`config.mk`:
```
export PLATFORM = sky130hd
export DESIGN_NAME = bit_serializer
export DESIGN_NICKNAME = d
export VERILOG_FILES = /design/src/rtl/bit_serializer_pkg.sv /design/src/rtl/bit_serializer_len_clamp.sv /design/src/rtl/bit_serializer.sv
export SDC_FILE = /design/constraint.sdc
export NUM_CORES = 1
export LEC_CHECK = 0
export CORE_ASPECT_RATIO = 1.5
export CORE_UTILIZATION = 40
export CTS_CLUSTER_SIZE = 14
export DETAILED_ROUTE_END_ITERATION = 12
export SLEW_MARGIN = 25
export SYNTH_ARGS = -nofsm -noshare
export SYNTH_HDL_FRONTEND = slang
export SYNTH_SLANG_ARGS = --single-unit
```
`constraint.sdc`:
```
create_clock -name clk -period 5.2 [get_ports clk]
set_input_delay 1.04 -clock clk [delete_from_list [all_inputs] [get_ports clk]]
set_output_delay 1.04 -clock clk [all_outputs]
set_load 0.02 [all_outputs]
```
`src/rtl/bit_serializer_pkg.sv`:
```
// Shared widths and state encoding for the bit-length path (measurement and serializer).
// Keeping the widths here keeps both ends of the chain consistent.
package bit_serializer_pkg;

    localparam int DEF_DATA_W = 64;
    localparam int DEF_LEN_W  = 8;

    typedef enum logic [1:0] {
        ST_IDLE  = 2'd0,
        ST_SHIFT = 2'd1,
        ST_DONE  = 2'd2
    } ser_state_t;

endpackage

```
`src/rtl/bit_serializer_len_clamp.sv`:
```
// Combinational length clamp: len_out = min(len_in, DATA_W).
// Shared by the measurement and transmit sides of the bit-length path.
module len_clamp
    import bit_serializer_pkg::*;
#(
    parameter int DATA_W = DEF_DATA_W,
    parameter int LEN_W  = DEF_LEN_W
) (
    input  logic [LEN_W-1:0] len_in,
    output logic [LEN_W-1:0] len_out
);

    localparam logic [LEN_W-1:0] MAX_LEN = LEN_W'(DATA_W);

    always_comb begin
        len_out = (len_in > MAX_LEN) ? MAX_LEN : len_in;
    end

endmodule

```
`src/rtl/bit_serializer.sv`:
```
// MSB-first serializer for the significant bits of a number, one bit per clock,
// driven by the md_start/md_end four-phase handshake used by the measurement block.
module bit_serializer
    import bit_serializer_pkg::*;
#(
    parameter int DATA_W = DEF_DATA_W,
    parameter int LEN_W  = DEF_LEN_W
) (
    input  logic              clk,
    input  logic              rstn,
    input  logic              md_start,
    input  logic [DATA_W-1:0] num_in,
    input  logic [LEN_W-1:0]  len_in,
    output logic              bit_out,
    output logic              bit_valid,
    output logic              busy,
    output logic              md_end
);

    // Handshake: md_start is a level held for the whole job; md_end rises when the
    // last bit has been sent and falls on the first edge that samples md_start low.
    // Dropping md_start before md_end aborts the job and md_end is never raised.

    ser_state_t        state_q, state_d;
    logic [DATA_W-1:0] shreg_q, shreg_d;
    logic [LEN_W-1:0]  cnt_q, cnt_d;
    logic              bit_out_q, bit_out_d;
    logic              bit_valid_q, bit_valid_d;
    logic              busy_q, busy_d;
    logic              md_end_q, md_end_d;

    logic [LEN_W-1:0]  len_clamped;
    logic [LEN_W-1:0]  align_shift;

    len_clamp #(
        .DATA_W (DATA_W),
        .LEN_W  (LEN_W)
    ) u_len_clamp (
        .len_in  (len_in),
        .len_out (len_clamped)
    );

    // Left-align the significant field so the MSB is always at the top bit;
    // bits above L-1 fall off the end and are never transmitted.
    assign align_shift = LEN_W'(DATA_W) - len_clamped;

    always_comb begin
        state_d     = state_q;
        shreg_d     = shreg_q;
        cnt_d       = cnt_q;
        bit_out_d   = 1'b0;
        bit_valid_d = 1'b0;
        busy_d      = busy_q;
        md_end_d    = 1'b0;

        case (state_q)
            ST_IDLE: begin
                busy_d = 1'b0;
                if (md_start) begin
                    shreg_d = num_in << align_shift;
                    cnt_d   = len_clamped;
                    busy_d  = 1'b1;
                    state_d = (len_clamped != '0) ? ST_SHIFT : ST_DONE;
                end
            end

            ST_SHIFT: begin
                if (!md_start) begin
                    state_d = ST_IDLE;
                    busy_d  = 1'b0;
                    cnt_d   = '0;
                    shreg_d = '0;
                end else begin
                    bit_out_d   = shreg_q[DATA_W-1];
                    bit_valid_d = 1'b1;
                    shreg_d     = shreg_q << 1;
                    cnt_d       = cnt_q - LEN_W'(1);
                    if (cnt_q == LEN_W'(1)) begin
                        state_d = ST_DONE;
                    end
                end
            end

            ST_DONE: begin
                if (md_start) begin
                    md_end_d = 1'b1;
                end else begin
                    state_d = ST_IDLE;
                    busy_d  = 1'b0;
                    cnt_d   = '0;
                    shreg_d = '0;
                end
            end

            default: begin
                state_d = ST_IDLE;
                busy_d  = 1'b0;
                cnt_d   = '0;
                shreg_d = '0;
            end
        endcase
    end

    always_ff @(posedge clk) begin
        if (!rstn) begin
            state_q     <= ST_IDLE;
            shreg_q     <= '0;
            cnt_q       <= '0;
            bit_out_q   <= 1'b0;
            bit_valid_q <= 1'b0;
            busy_q      <= 1'b0;
            md_end_q    <= 1'b0;
        end else begin
            state_q     <= state_d;
            shreg_q     <= shreg_d;
            cnt_q       <= cnt_d;
            bit_out_q   <= bit_out_d;
            bit_valid_q <= bit_valid_d;
            busy_q      <= busy_d;
            md_end_q    <= md_end_d;
        end
    end

    assign bit_out   = bit_out_q;
    assign bit_valid = bit_valid_q;
    assign busy      = busy_q;
    assign md_end    = md_end_q;

endmodule

```
### Word level (Yosys, flattened, before mapping)

Index checks and enable logic that the tools add are counted.

| word-level totals | value |
|---|---|
| bits in registers | 78 |
| bits of input ports | 75 |
| output and inout bits | 4 |
| logic and storage cells | 44 |

| cells by class | value |
|---|---|
| add/subtract/negate cells | 2 |
| $lt $le $gt $ge | 1 |
| eq/ne operators | 7 |
| shift operators | 1 |
| muxes and demuxes | 18 |
| reductions and logical operators | 8 |

Operators by type and width:

| kind | number |
|---|---|
| $mux W64 | 3 |
| $pmux W64 S3 | 1 |
| $shl A64 B8 Y64 | 1 |
| $mux W8 | 4 |
| $pmux W8 S3 | 1 |
| $mux W2 | 5 |
| $eq A8 B1 Y1 const B | 1 |
| $gt A8 B7 Y1 const B | 1 |
| $reduce_bool A8 Y1 | 1 |
| $sub A7 B8 Y8 const A | 1 |
| $sub A8 B1 Y8 const B | 1 |
| $ne A2 B2 Y1 const B | 3 |
| $pmux W2 S3 | 1 |
| $reduce_and A2 Y1 | 3 |
| $reduce_and A3 Y1 | 2 |
| $ne A3 B3 Y1 const B | 1 |
| $eq A2 B1 Y1 const B | 1 |
| $eq A2 B2 Y1 const B | 1 |
| $logic_not A2 Y1 | 1 |
| $mux W1 | 2 |
| $pmux W1 S2 | 1 |
| $reduce_or A2 Y1 | 1 |

### Depth between registers and ports, before layout

| depth | value |
|---|---|
| depth in word-level cells | 6 |
| mapped depth | 19 |
| depth with buffers taken out | 11 |

### By module

Synthesis repeated with hierarchy kept, for this count alone.

| second synthesis, totals | value |
|---|---|
| cell total of the unflattened synthesis | 946 |
| area total of the unflattened synthesis | 8313.0 µm² |

By module, submodules not included:

| module | times used | cells each | area an instance (µm²) | seq. area each (µm²) |
|---|---|---|---|---|
| bit_serializer | 1 | 937 | 8250.4 | 1561.5 |
| len_clamp | 1 | 9 | 62.6 | 0.0 |

### Least setup slack after synthesis

Ideal clock, no wire load.

| timing | value |
|---|---|
| path type | in2reg |
| start point | input port len_in[6] |
| end point | register shreg_q[30] |
| library setup time | 132 ps |
| arrival time | 4041 ps |
| data required time | 5068 ps |
| path slack | 1027 ps |
| stages on the path | 18 |
| path buffers | 7 |
| cells stage by stage | nor3b_2 > buf_4 > inv_2 > buf_6 > clkbuf_1 > ha_1 > buf_4 > buf_4 > buf_2 > buf_2 > nand2_1 > a21oi_1 > nor3_1 > o32ai_1 > nand3b_1 > mux2_2 > a222oi_1 > nor3_1 |

| between the ends | value |
|---|---|
| longest elaborated chain between the ends | 6 |

RTL lines:

| item | RTL line | text |
|---|---|---|
| from (decl) | bit_serializer.sv:13 | `input logic [LEN_W-1:0] len_in,` |
| $gt A8 B7 Y1 | bit_serializer_len_clamp.sv:16 | `len_out = (len_in > MAX_LEN) ? MAX_LEN : len_in;` |
| $mux W8 (*) | bit_serializer_len_clamp.sv:16 |  |
| $sub A7 B8 Y8 (*) | bit_serializer.sv:45 | `assign align_shift = LEN_W'(DATA_W) - len_clamped;` |
| $shl A64 B8 Y64 (*) | bit_serializer.sv:60 | `shreg_d = num_in << align_shift;` |
| $mux W64 (*) | bit_serializer.sv:59 | `if (md_start) begin` |
| $pmux W64 S3 (*) | bit_serializer.sv:56 | `case (state_q)` |
| to (signal assigned) | bit_serializer.sv:115 | `shreg_q <= shreg_d;` |
| to (decl) | bit_serializer.sv:25 | `logic [DATA_W-1:0] shreg_q, shreg_d;` |

Every way passes the cells marked *; elsewhere a longest branch is shown, timed or not. The select of a mux whose other input is x is not followed.
A chain may end at the register's enable or synchronous reset.

### Worst setup path in the final report

| timing | value |
|---|---|
| start point | input port len_in[6] |
| end point | register shreg_q[52] |

Same word-level chain as after synthesis.

==> impl_results.md <==
- Detailed placement HPWL: 29200 um
- Critical path endpoint category: flip-flop
- Setup total negative slack: 0 ns
- Overall Global Routing Usage: about a third
- Sw Ratio: 47.48%
- Ports placed on the boundary: slightly below 80
- RSZ-0062 raised after global routing: no
- Starting density of the core: 40.87%
- # diodes: 0
- Die Span Y: 184.8 um
- Reg clk slew, reported paths: 0.07 ns
- Final setup fails: 0
- Resized cells post-CTS: 0
- Critical Path Fanout Max: 13
- Fraction of the cycle the final worst path needs: 85.20%
- Total vias in the final route: 10191
- Number of levels in the clock H-tree: 3
- Synthesized flop and latch total: 78
- Category of the most critical setup path: input pin to flip-flop
- Net Switching: 1640 uW
- Number of sinks driven by the clock tree: 78
- Number of buffers inserted during clock tree synthesis: 9
- Data required time at the worst endpoint: 5.45 ns
- Number of cells produced by synthesis: 1175
- Synthesis Warnings: 0
- CTS tree: yes
- Count of nets after finishing: between 1000 and 1500
- Final Hold Violating Endpoints: 0
- Reg2reg path depth: 10
- CP startpoint kind: input pin
- Largest net degree at the start of global routing: 64
- Total wire length: 38560 um
- Peak Freq: 225.7 MHz
- Power share of the sequential group: 24.3%
- Number of global-route vias before repair: 9641
- Power density relative to cell area: 335.4 nW/um^2
- Actual slew at the worst max-slew pin: 1.024 ns
- IR Drop Worst-Case VDD: 0.2084 mV
- Sequential share of the synthesized area: roughly 18%
- Clock latency on the worst-skew pair: 0.36 ns
- Number of core rows: 66
- Total leakage power: about 0.0038 uW
- Floorplan die area: approximately 23000 um^2
- Remaining number of nets flagged by the antenna check after routing: 0
- Type of the worst min-delay path: flip-flop to flip-flop
- Arrival time reported for the critical path endpoint: 4.68 ns
- Maximum count of clock buffers along a single path: 2
- Final clock skew: 0.009069 ns
- Proportion of power drawn by combinational gates: 56.0%
- Initial antenna violation count: 0
- Buffers added on ports: 78
- Delay contributed by the slowest stage of the critical path: a little under 0.6 ns
- Cell Chain, Critical Path: clkdlybuf4s50_1, nor3b_4, inv_2, ha_2, xnor2_2, mux2_2, a211oi_1, o22a_1, o22ai_1, a22oi_1, a31oi_1, a21o_1
- Drt pass-1 iters: 6
- Min Tclk post-route: 4.430 ns
- Flop-to-flop setup slack: 1.99 ns
- Wire length of the first global-routing pass: 58430 um
- Library cells used by synthesis: 90
- Min-Delay Path Depth: 2
- Drt wl/cell: roughly 26 um
- Post-synthesis async set-or-reset flop share: 0%
- Iteration-0 DRC Markers: about 1100
- Combined area of all synthesized cells: 8910 um^2
- Power, Total: around 3500 uW
- Hold-fix buffers, CTS: 0
- Root Buffer Master: clkbuf_16
- Overflow after GRT: 0
- Post-route DRC: 0
- Post-DR vias/cell: 6.821
- Library cell contributing the largest single delay on the critical path: a211oi_1
- Flip-flop cell with the highest count after synthesis: dfxtp_1
- Count of max-cap constraint violations: 0
- P&R area growth vs syn: 15.57%
- Headroom to the max-slew limit: approximately a third
- Run status: finished, final reports clean
- Floorplan die width: 123.9 um
- Core Region: 21800 um^2
- Fraction of layout cells with a size suffix above 1: a little over an eighth
- Number of enable-type register cells in the synthesized netlist: 0
- Syn avg cell area: 7.583 um^2
- Count of final max-slew check failures: 0
- Number of nets in the synthesized netlist: approximately 1300
- Number of buffers added for setup after CTS: 0
- Internal power: 1814 uW
- Fraction of power consumed by the clock network: between 10% and 20%
- Global placer's final weighted congestion: roughly 0.98
-- per-stage QoR --
stage	hold WS (ns)	instances	utilization (%)	setup slack (ns)	cell area, um^2
floorplan	0.4240	1175	-	1.027	8910
global placement	0.4325	1478	45.81	0.5149	9987
detailed placement	0.4432	1478	45.81	0.4799	9987
CTS	0.4584	1494	47.23	0.8488	10300
global route	0.4731	1494	47.23	0.6160	10300
finish	0.4622	1494	47.23	0.7697	10300
-- registers in the layout (all words and copies together) (netlist names) --
| register | flops |
|---|---|
| state_q | 2 |
| cnt_q | 8 |
| busy | 1 |
| bit_valid | 1 |
| shreg_q | 64 |
| md_end | 1 |
| bit_out | 1 |
-- cells by family (layout without fill, tap and decap cells) --
| family | Yosys count | after routing | share of synthesized area, % |
|---|---|---|---|
| compound gates | 429 | 429 | 33.68 |
| simple gates | 399 | 399 | 21.67 |
| mux | 132 | 132 | 18.16 |
| buf+inv | 122 | 169 | 6.909 |
| flops | 78 | 78 | 17.53 |
| xor+xnor | 9 | 9 | 1.222 |
| fa+ha+maj | 6 | 6 | 0.8426 |
-- per-layer routing --
metal / up-vias / wire [um] / global-route usage (%)
li1: 4637 / - / -
met1: 4913 / 14720 / 41.72
met2: 512 / 18610 / 55.98
met3: 129 / 2677 / 4.218
met4: 0 / 2552 / 21.49
met5: - / 0 / 0
-- path summary, 6_finish.rpt --
| kind | startpoint | endpoint |
|---|---|---|
| min | shreg_q[10]$_SDFFE_PN0P_ | shreg_q[10]$_SDFFE_PN0P_ |
| min reg2reg | shreg_q[10]$_SDFFE_PN0P_ | shreg_q[10]$_SDFFE_PN0P_ |
| max reg2reg | state_q[0]$_SDFFE_PN0P_ | shreg_q[32]$_SDFFE_PN0P_ |
| max | len_in[6] | shreg_q[52]$_SDFFE_PN0P_ |
-- final cells by class --
type	count	area, um^2
fillers	2274	11500
multi-input cells	975	6778
flip-flops and latches	78	1562
repair buffers	138	1251
well taps	272	340.3
clock buffers	9	225.2
clock inverters	7	85.08
inverters	15	56.30
-- worst max-delay path, delay by kind of cell --
kind	cells	cell delay, ns
AOI/OAI and AO/OA	6	1.64
xor gates and xnor gates	1	0.50
adders and majority gates	1	0.31
buffers and inverters	2	0.53
muxes	1	0.40
and+or+nand+nor	1	0.24
-- Yosys cell counts (7+ instances only) --
cell type,instances,area [um^2]
nand2_1,138,518.0
nor2_1,98,367.9
mux2i_1,87,870.8
a21oi_1,83,415.4
dfxtp_1,78,1562
o21ai_0,63,315.3
clkbuf_1,49,183.9
a22oi_1,42,315.3
nor3_1,33,165.2
a211oi_1,30,225.2
buf_2,27,135.1
o22ai_1,27,168.9
mux2_2,23,259.0
nand3_1,23,115.1
a31oi_1,21,131.4
mux4_2,21,473.0
nor2b_1,20,125.1
a221oi_1,18,157.7
a222oi_1,18,180.2
and3_1,15,93.84
a22o_1,12,105.1
buf_6,12,135.1
inv_1,12,45.04
or3_1,11,68.82
buf_1,10,37.54
o221ai_1,10,87.58
buf_4,9,67.56
nand2b_1,9,56.30
o211ai_1,9,67.56
o21ai_1,9,45.04
nor4_1,8,50.05
a21o_1,7,52.55
o21a_1,7,52.55
o31ai_1,7,52.55
-- cell usage in the layout, fill, tap and decap left out, drive strengths merged, types with 27 or more instances in the layout --
cell type	instances
a211oi	31
a21oi	84
a22oi	42
buf	61
clkdlybuf4s50	77
dfxtp	78
mux2i	87
nand2	139
nor2	100
nor3	35
o21ai	72
o22ai	27
-- power by group through the flow --
stage	registers, uW	clock network (uW)	logic [uW]
after floorplan	817	0	1230
final	840	678	1940
after CTS	834	682	1890
after global routing	850	712	2060
after global placement	844	0	1880
after detailed placement	844	0	1890
No activity file was read; power rests on OpenSTA's default activity.
